--- config.mk ---
export PLATFORM = sky130hd
export DESIGN_NAME = mul_controller_flat
export DESIGN_NICKNAME = d
export VERILOG_FILES = /design/src/rtl/mul_pkg.sv /design/src/rtl/mul_controller_if.sv /design/src/rtl/mul_iter_cntr.sv /design/src/rtl/mul_controller.sv /design/src/flat_wrapper.sv
export SDC_FILE = /design/constraint.sdc
export NUM_CORES = 1
export LEC_CHECK = 0
export ABC_AREA = 1
export CAP_MARGIN = 20
export CELL_PAD_IN_SITES_DETAIL_PLACEMENT = 2
export CELL_PAD_IN_SITES_GLOBAL_PLACEMENT = 2
export CORE_ASPECT_RATIO = 2
export CORE_MARGIN = 2
export CORE_UTILIZATION = 27
export CTS_BUF_LIST = sky130_fd_sc_hd__clkbuf_8
export CTS_CLUSTER_DIAMETER = 100
export DETAILED_ROUTE_END_ITERATION = 16
export PLACE_DENSITY_LB_ADDON = 0.1
export REMOVE_ABC_BUFFERS = 1
export SLEW_MARGIN = 20
export SYNTH_ARGS = -nofsm -noshare
export SYNTH_HDL_FRONTEND = slang
export SYNTH_SLANG_ARGS = --single-unit
--- constraint.sdc ---
create_clock -name clk -period 2.1 [get_ports clk]
set_clock_uncertainty 0.2 [all_clocks]
set_input_delay 0.42 -clock clk [delete_from_list [all_inputs] [get_ports clk]]
set_output_delay 0.42 -clock clk [all_outputs]
set_load 0.03 [all_outputs]
--- src/rtl/mul_pkg.sv ---
// rtl/mul_pkg.sv - shared constants for the repeated-addition multiplier controller
package mul_pkg;

    localparam int WIDTH_DEF = 16;

    localparam logic [2:0] S_IDLE   = 3'd0;
    localparam logic [2:0] S_LOAD_A = 3'd1;
    localparam logic [2:0] S_LOAD_B = 3'd2;
    localparam logic [2:0] S_ACC    = 3'd3;
    localparam logic [2:0] S_DONE   = 3'd4;
    localparam logic [2:0] S_ERR    = 3'd5;

endpackage

--- src/rtl/mul_controller_if.sv ---
// rtl/mul_controller_if.sv - host/datapath signal bundle of the multiplier controller
interface mul_controller_if
    import mul_pkg::*;
#(
    parameter int WIDTH = WIDTH_DEF
);
    logic             start;
    logic             abort;
    logic [WIDTH-1:0] op_a;
    logic [WIDTH-1:0] op_b;
    logic             eqz;
    logic             LdA;
    logic             LdB;
    logic             LdP;
    logic             clrP;
    logic             decB;
    logic [WIDTH-1:0] data_in;
    logic             busy;
    logic             done;
    logic             err;
    logic [WIDTH-1:0] iter_count;

    // master is the controller; slave is the host plus datapath side
    modport master (
        input  start, abort, op_a, op_b, eqz,
        output LdA, LdB, LdP, clrP, decB, data_in, busy, done, err, iter_count
    );
    modport slave (
        output start, abort, op_a, op_b, eqz,
        input  LdA, LdB, LdP, clrP, decB, data_in, busy, done, err, iter_count
    );
endinterface

--- src/rtl/mul_iter_cntr.sv ---
// rtl/mul_iter_cntr.sv - saturating counter with synchronous clear and increment
module mul_iter_cntr
    import mul_pkg::*;
#(
    parameter int WIDTH = WIDTH_DEF
) (
    input  logic             clk,
    input  logic             rst,
    input  logic             clr_i,
    input  logic             inc_i,
    output logic [WIDTH-1:0] count_o
);
    logic [WIDTH-1:0] count_q;

    always_ff @(posedge clk or posedge rst) begin
        if (rst) begin
            count_q <= '0;
        end else if (clr_i) begin
            count_q <= '0;
        end else if (inc_i && (count_q != '1)) begin
            count_q <= count_q + 1'b1;
        end
    end

    assign count_o = count_q;
endmodule

--- src/rtl/mul_controller.sv ---
// rtl/mul_controller.sv - control FSM sequencing the repeated-addition multiplier datapath
module mul_controller
    import mul_pkg::*;
#(
    parameter int WIDTH    = WIDTH_DEF,
    parameter int MAX_ITER = 0
) (
    input  logic           clk,
    input  logic           rst,
    mul_controller_if.master bus
);
    logic [2:0]       state_q, state_d;
    logic [WIDTH-1:0] a_q, b_q;
    logic [WIDTH-1:0] iter_count;
    logic             accept;
    logic             guard_hit;
    logic             acc_step;

    assign accept    = (state_q == S_IDLE) && bus.start;
    assign guard_hit = (MAX_ITER != 0) && (iter_count == WIDTH'(MAX_ITER));
    assign acc_step  = (state_q == S_ACC) && !bus.eqz && !guard_hit;

    always_comb begin
        state_d = state_q;
        case (state_q)
            S_IDLE:   if (bus.start) state_d = S_LOAD_A;
            S_LOAD_A: state_d = S_LOAD_B;
            S_LOAD_B: state_d = S_ACC;
            S_ACC: begin
                if (bus.eqz)       state_d = S_DONE;
                else if (guard_hit) state_d = S_ERR;
            end
            S_DONE:   state_d = S_IDLE;
            S_ERR:    state_d = S_IDLE;
            default:  state_d = S_IDLE;
        endcase
        if (bus.abort && (state_q != S_IDLE)) state_d = S_IDLE;
    end

    always_ff @(posedge clk or posedge rst) begin
        if (rst) begin
            state_q <= S_IDLE;
            a_q     <= '0;
            b_q     <= '0;
        end else begin
            state_q <= state_d;
            if (accept) begin
                a_q <= bus.op_a;
                b_q <= bus.op_b;
            end
        end
    end

    mul_iter_cntr #(.WIDTH(WIDTH)) u_iter_cntr (
        .clk     (clk),
        .rst     (rst),
        .clr_i   (accept),
        .inc_i   (acc_step),
        .count_o (iter_count)
    );

    // LdP/decB also see eqz so the final ACC cycle issues no strobe
    assign bus.LdA        = (state_q == S_LOAD_A);
    assign bus.LdB        = (state_q == S_LOAD_B);
    assign bus.clrP       = (state_q == S_LOAD_B);
    assign bus.LdP        = acc_step;
    assign bus.decB       = acc_step;
    assign bus.data_in    = (state_q == S_LOAD_A) ? a_q :
                            (state_q == S_LOAD_B) ? b_q : '0;
    assign bus.busy       = (state_q != S_IDLE);
    assign bus.done       = (state_q == S_DONE);
    assign bus.err        = (state_q == S_ERR);
    assign bus.iter_count = iter_count;
endmodule
--- src/flat_wrapper.sv ---
// flat-port wrapper written by rule: the top's interface ports become plain ports
module mul_controller_flat import mul_pkg::*;
#(
    parameter int WIDTH    = WIDTH_DEF,
    parameter int MAX_ITER = 0
)
  (clk, rst, bus_start, bus_abort, bus_op_a, bus_op_b, bus_eqz, bus_LdA, bus_LdB, bus_LdP, bus_clrP, bus_decB, bus_data_in, bus_busy, bus_done, bus_err, bus_iter_count);
  mul_controller_if #(.WIDTH(WIDTH)) bus_i ();
  input  logic clk;
  input  logic rst;
  input wire logic [$bits(bus_i.start)-1:0] bus_start;
  input wire logic [$bits(bus_i.abort)-1:0] bus_abort;
  input wire logic [$bits(bus_i.op_a)-1:0] bus_op_a;
  input wire logic [$bits(bus_i.op_b)-1:0] bus_op_b;
  input wire logic [$bits(bus_i.eqz)-1:0] bus_eqz;
  output wire logic [$bits(bus_i.LdA)-1:0] bus_LdA;
  output wire logic [$bits(bus_i.LdB)-1:0] bus_LdB;
  output wire logic [$bits(bus_i.LdP)-1:0] bus_LdP;
  output wire logic [$bits(bus_i.clrP)-1:0] bus_clrP;
  output wire logic [$bits(bus_i.decB)-1:0] bus_decB;
  output wire logic [$bits(bus_i.data_in)-1:0] bus_data_in;
  output wire logic [$bits(bus_i.busy)-1:0] bus_busy;
  output wire logic [$bits(bus_i.done)-1:0] bus_done;
  output wire logic [$bits(bus_i.err)-1:0] bus_err;
  output wire logic [$bits(bus_i.iter_count)-1:0] bus_iter_count;
  assign bus_i.start = bus_start;
  assign bus_i.abort = bus_abort;
  assign bus_i.op_a = bus_op_a;
  assign bus_i.op_b = bus_op_b;
  assign bus_i.eqz = bus_eqz;
  assign bus_LdA = bus_i.LdA;
  assign bus_LdB = bus_i.LdB;
  assign bus_LdP = bus_i.LdP;
  assign bus_clrP = bus_i.clrP;
  assign bus_decB = bus_i.decB;
  assign bus_data_in = bus_i.data_in;
  assign bus_busy = bus_i.busy;
  assign bus_done = bus_i.done;
  assign bus_err = bus_i.err;
  assign bus_iter_count = bus_i.iter_count;
  mul_controller #(.WIDTH(WIDTH), .MAX_ITER(MAX_ITER)) u_core (.clk(clk), .rst(rst), .bus(bus_i));
endmodule
==> reports/metrics.csv, run 1 <==
metric,value,unit
outcome,"finished, violations left",
violated checks,setup timing,
"Avg Cell Area, Syn",7.86,um2
WP data arrival,1.53,ns
DRC violations left,0,
IO Count,77,
post-route minimum period,2.15,ns
max_cap viols,0,
largest net degree at the start of global routing,52,
fin crit share,103,%
Routed Wire Length,8630,um
Final ANT Viol Nets,0,
Crit. End Element,output port,
routed wire length per instance,16.5,um
first-pass GRT wire length,13800,um
hpwl dp,6140,um
final setup violation count,15,
Worst slew margin,73.7,%
Worst Tran Pin Value,0.393,ns
cts bufs inserted,5,
Yosys Warn Count,0,
root buffer cell,clkbuf_8,
Slowest Stage Delay on Critical Path,0.45,ns
Slew Limit Fails,0,
total track usage,17.0,%
Power Dens Cells,1220,nW/um2
layout cell share with drive strength beyond 1,19.3,%
crit path max fanout,8,
clk sink count,51,
Initial Util,27.8,%
"Seq/Total Area, Yosys",48.9,%
WP data required,1.48,ns
Worst IR Drop VDD,666,uV
crit path cell chain,buf_6 > nand3_4 > clkbuf_16 > o22ai_2 > buf_6,
crit path max-delay cell type,dfrtp_2,
CTS Hold Buffers Added,0,
CP top delay family,buffers and inverters,
crit start category,register,
Worst Path Buf+Inv,3,
"commonest cells after routing, fill and taps aside","90 x nand2_1, 49 x inv_1, 49 x dfrtp_1",
"flops & latches, synth",51,
router iterations before antenna repair,4,
Final Power,4.65,mW
Die H,143,um
Synth cell types,26,
Starting DRT DRC Count,95,
Cell Rows,50,
Finished Layout Cells,523,
Mapped Cells,332,
initial antenna violation count,0,
Max Fclk,465,MHz
GPL Wtd Cong,0.776,
worst slack at placement,0.0292,ns
critical path class,reg2out,
NumNets Final,456,
"Cell Area, Synth",2610,um2
synth top area cells,"dfrtp_1 49%, nand2_1 13%, inv_1 7.3%, nand3_1 5.9%, o21ai_0 5.4%",
area of the multi-input gates,1150,um2
grt ovf,0,
CTS max path bufs,2,
"most used cell, CP",buf_6,
Layout area overhead,46.2,%
clock transition at the registers of the reported paths,0.10,ns
ant diodes,0,
share of the synthesized area in the top cell type,48.9,%
Synth area leader,dfrtp_1,
htree depth,2,
vias in the first global route,2862,
die width,73.5,um
Seq. cell area,1280,um2
Hold WC Path Type,in2async,
Fillers,1113,
Avg Vias per Cell,4.91,
CTS tree,yes,
"most common cell after layout, fill and taps aside",nand2_1,
final setup margin,-0.0527,ns
vias,2566,
Placed Cells,512,
core area,9380,um2
Die ar.,10500,um2
Fin. Hold Viols,0,
worst skew pair latency,0.31,ns
port bufs,76,
RSZ-0062 raised after global routing,true,
leak pwr,1.94,nW
## worst register-to-register path, delay by kind of cell, from the launching register on
| kind | cells | cell delay [ns] |
|---|---|---|
| buf+inv | 3 | 0.59 |
| simple gates | 3 | 0.41 |
| compound gates | 1 | 0.09 |
| flops | 1 | 0.47 |
## where the power goes
group	internal (mW)	total (mW)	switching [mW]	leakage [nW]
logic	1.05	2.60	1.56	1.24
clock network	0.230	0.579	0.350	0.0453
registers	1.32	1.46	0.144	0.653
total	2.60	4.65	2.05	1.94
## routing by layer
metal  global-route usage, %  vias to the layer above  wire length (um)
met3                    2.61                       10               305
met2                    32.9                       60              5040
met5                       0                        -                 0
li1                        -                     1224                 -
met1                    17.6                     1272              3110
met4                    6.12                        0               180
## cells in the mapped netlist
cell and instances:
nand3_1 31, o22ai_1 16, nor3_1 3, nor2_2 1, or2_2 2, buf_6 2, nand3b_1 1, nand3_2 3
xor2_1 2, nand2_1 90, clkbuf_1 2, buf_2 3, nand2_2 4, inv_2 2, o21ai_0 28, ha_1 1
o21ai_1 8, nor2_4 2, buf_4 6, o21bai_1 2, inv_1 51, nor2_1 16, dfrtp_1 51, xnor2_1 2
o21ai_4 1, nand4_1 2
## timing repair
item | CTS | global route
gates resized for setup | 36 | 28
setup endpoints to repair | 29 | 28
setup buffers | 2 | 0
cloned | 0 | 1
## path summary, 6_finish.rpt
| check | end | cells after the start | from | slack (ns) |
|---|---|---|---|---|
| setup / recovery | bus_data_in[11] | 5 | u_core.state_q[0] | -0.05 |
| hold / removal | u_core.u_iter_cntr.count_o[3] | 3 | rst | 0.26 |
| setup reg to reg | u_core.b_q[15] | 7 | u_core.state_q[0] | 0.26 |
| hold reg to reg | u_core.a_q[4] | 2 | u_core.a_q[4] | 0.35 |
| max in group asynchronous | u_core.state_q[0] | 3 | rst | 1.16 |
| min in group clk | u_core.a_q[4] | 2 | u_core.a_q[4] | 0.35 |
## state kept, by name, indices dropped and copies added, names as in the netlist
name,cells
u_core.state_q,3
u_core.b_q,16
u_core.u_iter_cntr.count_o,16
u_core.a_q,16
## per-stage QoR
stage / util, % / cell area, um2 / TNS [ns] / hold slack, ns
floorplan: - / 2520 / 0 / 0.286
global placement: 37.5 / 3520 / 0 / 0.297
detailed placement: 37.5 / 3520 / 0 / 0.316
CTS: 39.7 / 3720 / -0.107 / 0.275
global route: 40.7 / 3810 / -1.58 / 0.292
finish: 40.7 / 3810 / -0.441 / 0.261
## kinds of logic (layout without fill, tap and decap cells)
family                     Yosys count  after routing  share of synthesized area, %
adders and majority gates            1              1                         0.480
DFF                                 51             51                          48.9
xor gates and xnor gates             4              4                          1.34
and+or+nand+nor                    155            155                          26.2
buffers and inverters               66            153                          11.1
AOI/OAI and AO/OA                   55             55                          11.9
## area by class of cell
cell class	count	share of cell area, %
well taps	104	3.41
repair buffers	92	25.5
inverters	53	5.21
multi-input cells	215	30.1
clock buffers	5	1.80
flip-flops and latches	51	33.5
clock inverters	3	0.426
Power figures use the tool's default switching activity.
==> inputs of run 2 (changes only) <==
Settings changed: CELL_PAD_IN_SITES_DETAIL_PLACEMENT 2 to not set, CELL_PAD_IN_SITES_GLOBAL_PLACEMENT 2 to not set, CORE_UTILIZATION 27 to 40, PLACE_DENSITY set to 0.69, PLACE_DENSITY_LB_ADDON 0.1 to not set.
==> run 2 against run 1 <==
  * Clock-buffer cell count is 1 higher
  * Maximum frequency is 4.7% higher
  * Register-to-register slack worse by 0.07 ns
  * Combinational power is 19% lower
  * Final cell count is 4.8% lower
  * The flow now finishes without violations
  * Design area is 5.7% lower
==> reports/metrics.csv, run 2 (synthesis gave the netlist of run 1 again) <==
metric,value,unit
outcome,"complete, no violations",
NumNets Final,449,
first-pass GRT wire length,10400,um
router iterations before antenna repair,4,
clock group share of total power,14.3,%
placed cell areas,3420,um2
GPL Wtd Cong,0.863,
hpwl dp,4330,um
crit start category,register,
largest net degree at the start of global routing,65,
RSZ-0062 raised after global routing,true,
final setup violation count,0,
post-route cell area,3600,um2
Hold WC Path Type,in2async,
Die H,118,um
post-route minimum period,2.06,ns
Worst IR Drop VDD,886,uV
Cell Rows,41,
Routed Wire Length,6030,um
Slew Limit Fails,0,
Net Sw Frac,42.4,%
grt ovf,0,
WP data required,1.48,ns
vias in the first global route,2339,
Sw Pwr,1.75,mW
crit path max fanout,17,
die width,61.1,um
worst skew pair latency,0.31,ns
"most common cell after layout, fill and taps aside",nand2_1,
Post-Route Utilization,57.0,%
fin crit share,97.9,%
port bufs,76,
Fin. Hold Viols,0,
"commonest cells after routing, fill and taps aside","90 x nand2_1, 51 x dfrtp_1, 50 x inv_1",
Layout area overhead,37.8,%
combinational share of power,51.1,%
Hold Slack,0.256,ns
leak pwr,1.90,nW
Starting DRT DRC Count,128,
CTS max path bufs,2,
Power Dens Cells,1150,nW/um2
root buffer cell,clkbuf_8,
vias,2409,
Die ar.,7220,um2
ant diodes,0,
layout cell share with drive strength beyond 1,14.3,%
initial antenna violation count,0,
Power Internal,2.38,mW
max_cap viols,0,
Final ANT Viol Nets,0,
Avg Vias per Cell,4.84,
CTS tree,yes,
Crit. End Element,output port,
core area,6310,um2
total track usage,18.5,%
flop2flop setup slack,0.19,ns
cts bufs inserted,5,
Max Fclk,486,MHz
final setup TNS,0,ns
htree depth,2,
DRC violations left,0,
clk sink count,51,
Worst Tran Pin Value,0.442,ns
IO Count,77,
register share of total power,34.6,%
WP data arrival,1.44,ns
critical path class,reg2out,
Final Power,4.13,mW
clock transition at the registers of the reported paths,0.10,ns
Initial Util,41.3,%
Fillers,624,
Worst slew margin,70.4,%
routed wire length per instance,12.1,um
[run 2: cell count changes in the layout (fill, tap and decap cells not counted), sizes merged]
cell,delta
buf,-6
clkbuf,-3
clkdlybuf4s15,+1
clkdlybuf4s50,-1
clkinvlp,-1
dlygate4sd2,+1
dlymetal6s2s,+2
[run 2: power groups by stage]
| stage | clock (mW) | sequential [mW] | combinational, mW |
|---|---|---|---|
| after floorplan | 0 | 1.45 | 1.23 |
| after global placement | 0 | 1.45 | 1.99 |
| after detailed placement | 0 | 1.46 | 2.01 |
| after CTS | 0.615 | 1.43 | 2.07 |
| after global routing | 0.659 | 1.47 | 2.32 |
| final | 0.589 | 1.43 | 2.11 |
[run 2: metrics by stage]
| stage | cells | worst slack [ns] |
|---|---|---|
| floorplan | 319 | 0.0361 |
| global placement | 488 | 0.104 |
| detailed placement | 488 | 0.0787 |
| CTS | 498 | 0.00447 |
| global route | 498 | -0.0715 |
| finish | 498 | 0.0432 |
[run 2: path summary, 6_finish.rpt]
check	startpoint	to	cells after the start
worst max-delay path	u_core.state_q[1]	bus_data_in[15]	5
worst min-delay path	rst	u_core.u_iter_cntr.count_o[2]	3
worst max register to register	u_core.u_iter_cntr.count_o[0]	u_core.u_iter_cntr.count_o[15]	7
worst min register to register	u_core.a_q[1]	u_core.a_q[1]	2
max in group asynchronous	rst	u_core.u_iter_cntr.count_o[15]	3
min in group clk	u_core.a_q[1]	u_core.a_q[1]	2
[run 2: layout make-up]
type | count | area [um2] | area share, %
inverter | 53 | 199 | 5.53
sequential | 51 | 1280 | 35.5
timing repair buffer | 85 | 850 | 23.6
clock buffer | 6 | 82.6 | 2.30
multi-input combinational | 215 | 1070 | 29.7
tap | 86 | 108 | 2.99
clock inverter | 2 | 12.5 | 0.348
[run 2: what timing repair did]
action / 4_1_cts / 5_1_grt
gates resized for setup: 15 / 16
hold buffers: 0 / 0
setup endpoints to repair: 25 / 26
buffers inserted: 2 / 0
[run 2: layer usage]
| metal | GRT usage [%] | up-vias | wire length [um] |
|---|---|---|---|
| li1 | - | 1211 | - |
| met1 | 22.1 | 1121 | 2370 |
| met2 | 30.9 | 67 | 3280 |
| met3 | 3.94 | 10 | 258 |
| met4 | 7.20 | 0 | 114 |
| met5 | 0 | - | 0 |
[run 2: worst max-delay path: stages, from the launching register on]
cell,delay (ns)
dfrtp_1,0.44
inv_1,0.07
nand3_1,0.08
buf_6,0.18
o22ai_1,0.18
buf_4,0.19
==> inputs of run 3 (changes only) <==
Settings changed: GPL_TIMING_DRIVEN set to 0.
==> run 3 against run 2 <==
  * Sequential power about the same
  * Non-clock buffer count decreased by 1
  * Worst hold slack improved by 0.072 ns
  * Flip-flop and latch count unchanged
  * Clock power increased by 7.3%
  * Register-to-register slack got worse by 0.02 ns
  * Total power increased by 4.3%
==> reports/metrics.csv, run 3 (synthesis gave the netlist of run 1 again) <==
metric,value,unit
Power Dens Cells,1180,nW/um2
max_cap viols,0,
critical path class,reg2out,
crit start category,register,
Max Fclk,481,MHz
router iterations before antenna repair,4,
WP data arrival,1.46,ns
largest net degree at the start of global routing,65,
met3 Track Usage GR,4.27,%
Die H,118,um
CTS max path bufs,2,
Avg Vias per Cell,4.89,
htree depth,2,
Worst IR Drop VDD,774,uV
routed wire length per instance,12.9,um
post-route minimum period,2.08,ns
vias in the first global route,2384,
Post-Route Utilization,58.0,%
path depth of the worst reg2reg path,8,
CTS tree,yes,
Worst slew margin,52.7,%
Hold WC Path Type,in2async,
Crit path depth,5,
final setup violation count,0,
Layout area overhead,40.3,%
cts bufs inserted,5,
flop2flop setup slack,0.17,ns
worst skew pair latency,0.31,ns
clock transition at the registers of the reported paths,0.10,ns
GR peak layer,met2,
CP top delay family,buffers and inverters,
crit path max-delay cell type,dfrtp_1,
"commonest cells after routing, fill and taps aside","90 x nand2_1, 49 x dfrtp_1, 48 x inv_1",
hpwl dp,4450,um
crit path capture,bus_data_in[9],
Worst Tran Pin Value,0.709,ns
Initial Util,41.3,%
met2 Usage GRT,33.2,%
IO Count,77,
crit path max fanout,17,
Slew Limit Fails,0,
port bufs,76,
Final ANT Viol Nets,0,
Placed Cells,482,
Fin. Hold Viols,0,
Crit. End Element,output port,
core area,6310,um2
Fillers,593,
GR Util met1,21.2,%
grt ovf,0,
RR Startpoint,u_core.u_iter_cntr.count_o[0],
first-pass GRT wire length,10600,um
layout cell share with drive strength beyond 1,18.2,%
Starting DRT DRC Count,132,
NumNets Final,448,
root buffer cell,clkbuf_8,
final setup TNS,0,ns
Finished Layout Cells,497,
worst reg2reg endpoint,u_core.u_iter_cntr.count_o[13],
clk sink count,51,
GPL Wtd Cong,0.853,
RSZ-0062 raised after global routing,true,
Die ar.,7220,um2
DRC violations left,0,
WP data required,1.48,ns
initial antenna violation count,0,
die width,61.1,um
vias,2431,
CTS Hold Buffers Added,0,
Worst Setup SP,u_core.state_q[2],
Routed Wire Length,6410,um
Worst Path Buf+Inv,3,
Slowest Stage Delay on Critical Path,0.40,ns
Cell Rows,41,
outcome,"complete, no violations",
fin crit share,99.1,%
crit path cell chain,inv_2 > nand3_4 > buf_12 > o22ai_1 > buf_4,
leak pwr,1.91,nW
ant diodes,0,
"most common cell after layout, fill and taps aside",nand2_1,
total track usage,19.0,%
[run 3: cell types whose count changed in the layout (fill, tap and decap cells not counted), moves of 3 or more]
| cell | previous run | this run |
|---|---|---|
| o22ai_1 | 12 | 4 |
| o22ai_2 | 4 | 12 |
| buf_2 | 0 | 6 |
| buf_4 | 21 | 18 |
| buf_6 | 6 | 3 |
| dlygate4sd2_1 | 8 | 5 |
[run 3: where the power goes]
group / total [mW] / internal [mW] / switching, mW / leakage [nW]
logic: 2.23 / 0.829 / 1.40 / 1.20
clock network: 0.632 / 0.300 / 0.332 / 0.0505
registers: 1.45 / 1.32 / 0.129 / 0.653
[run 3: area by class of cell]
| cell class | instances | area [um2] | area share, % |
|---|---|---|---|
| clock inverters | 1 | 7.51 | 0.205 |
| clock buffers | 7 | 96.3 | 2.63 |
| multi-input cells | 215 | 1150 | 31.4 |
| flip-flops and latches | 51 | 1280 | 34.9 |
| repair buffers | 84 | 818 | 22.4 |
| inverters | 53 | 204 | 5.57 |
| well taps | 86 | 108 | 2.94 |
[run 3: worst min-delay path by stage]
stage                                          endpoint  slack, ns  cells after the start
after floorplan                           u_core.a_q[0]       0.29                      2
after global placement                    u_core.a_q[1]       0.30                      2
after detailed placement                 u_core.a_q[15]       0.31                      2
after CTS                                 u_core.a_q[0]       0.34                      2
after global routing                     u_core.a_q[15]       0.37                      2
final                     u_core.u_iter_cntr.count_o[2]       0.33                      2
[run 3: what timing repair did]
item | CTS | global route
resized for setup | 132 | 54
hold endpoints to repair | 0 | 0
setup endpoints to repair | 61 | 35
setup buffers | 6 | 1
pin swaps | 2 | 0
[run 3: metrics by stage]
| stage | setup WS [ns] | area [um2] | hold slack (ns) | power [mW] |
|---|---|---|---|---|
| 2_1_floorplan | 0.0361 | 2520 | 0.286 | 2.68 |
| 3_3_place_gp | -0.806 | 3390 | 0.298 | 3.42 |
| 3_5_place_dp | -0.792 | 3410 | 0.309 | 3.46 |
| 4_1_cts | -0.0111 | 3540 | 0.336 | 4.13 |
| 5_1_grt | -0.0292 | 3660 | 0.372 | 4.59 |
| 6_report | 0.0191 | 3660 | 0.328 | 4.31 |
[run 3: layer usage]
metal | share of wire (%) | up-vias
li1 | - | 1207
met1 | 37 | 1140
met2 | 57 | 74
met3 | 4.7 | 10
met4 | 1.9 | 0
met5 | 0 | -
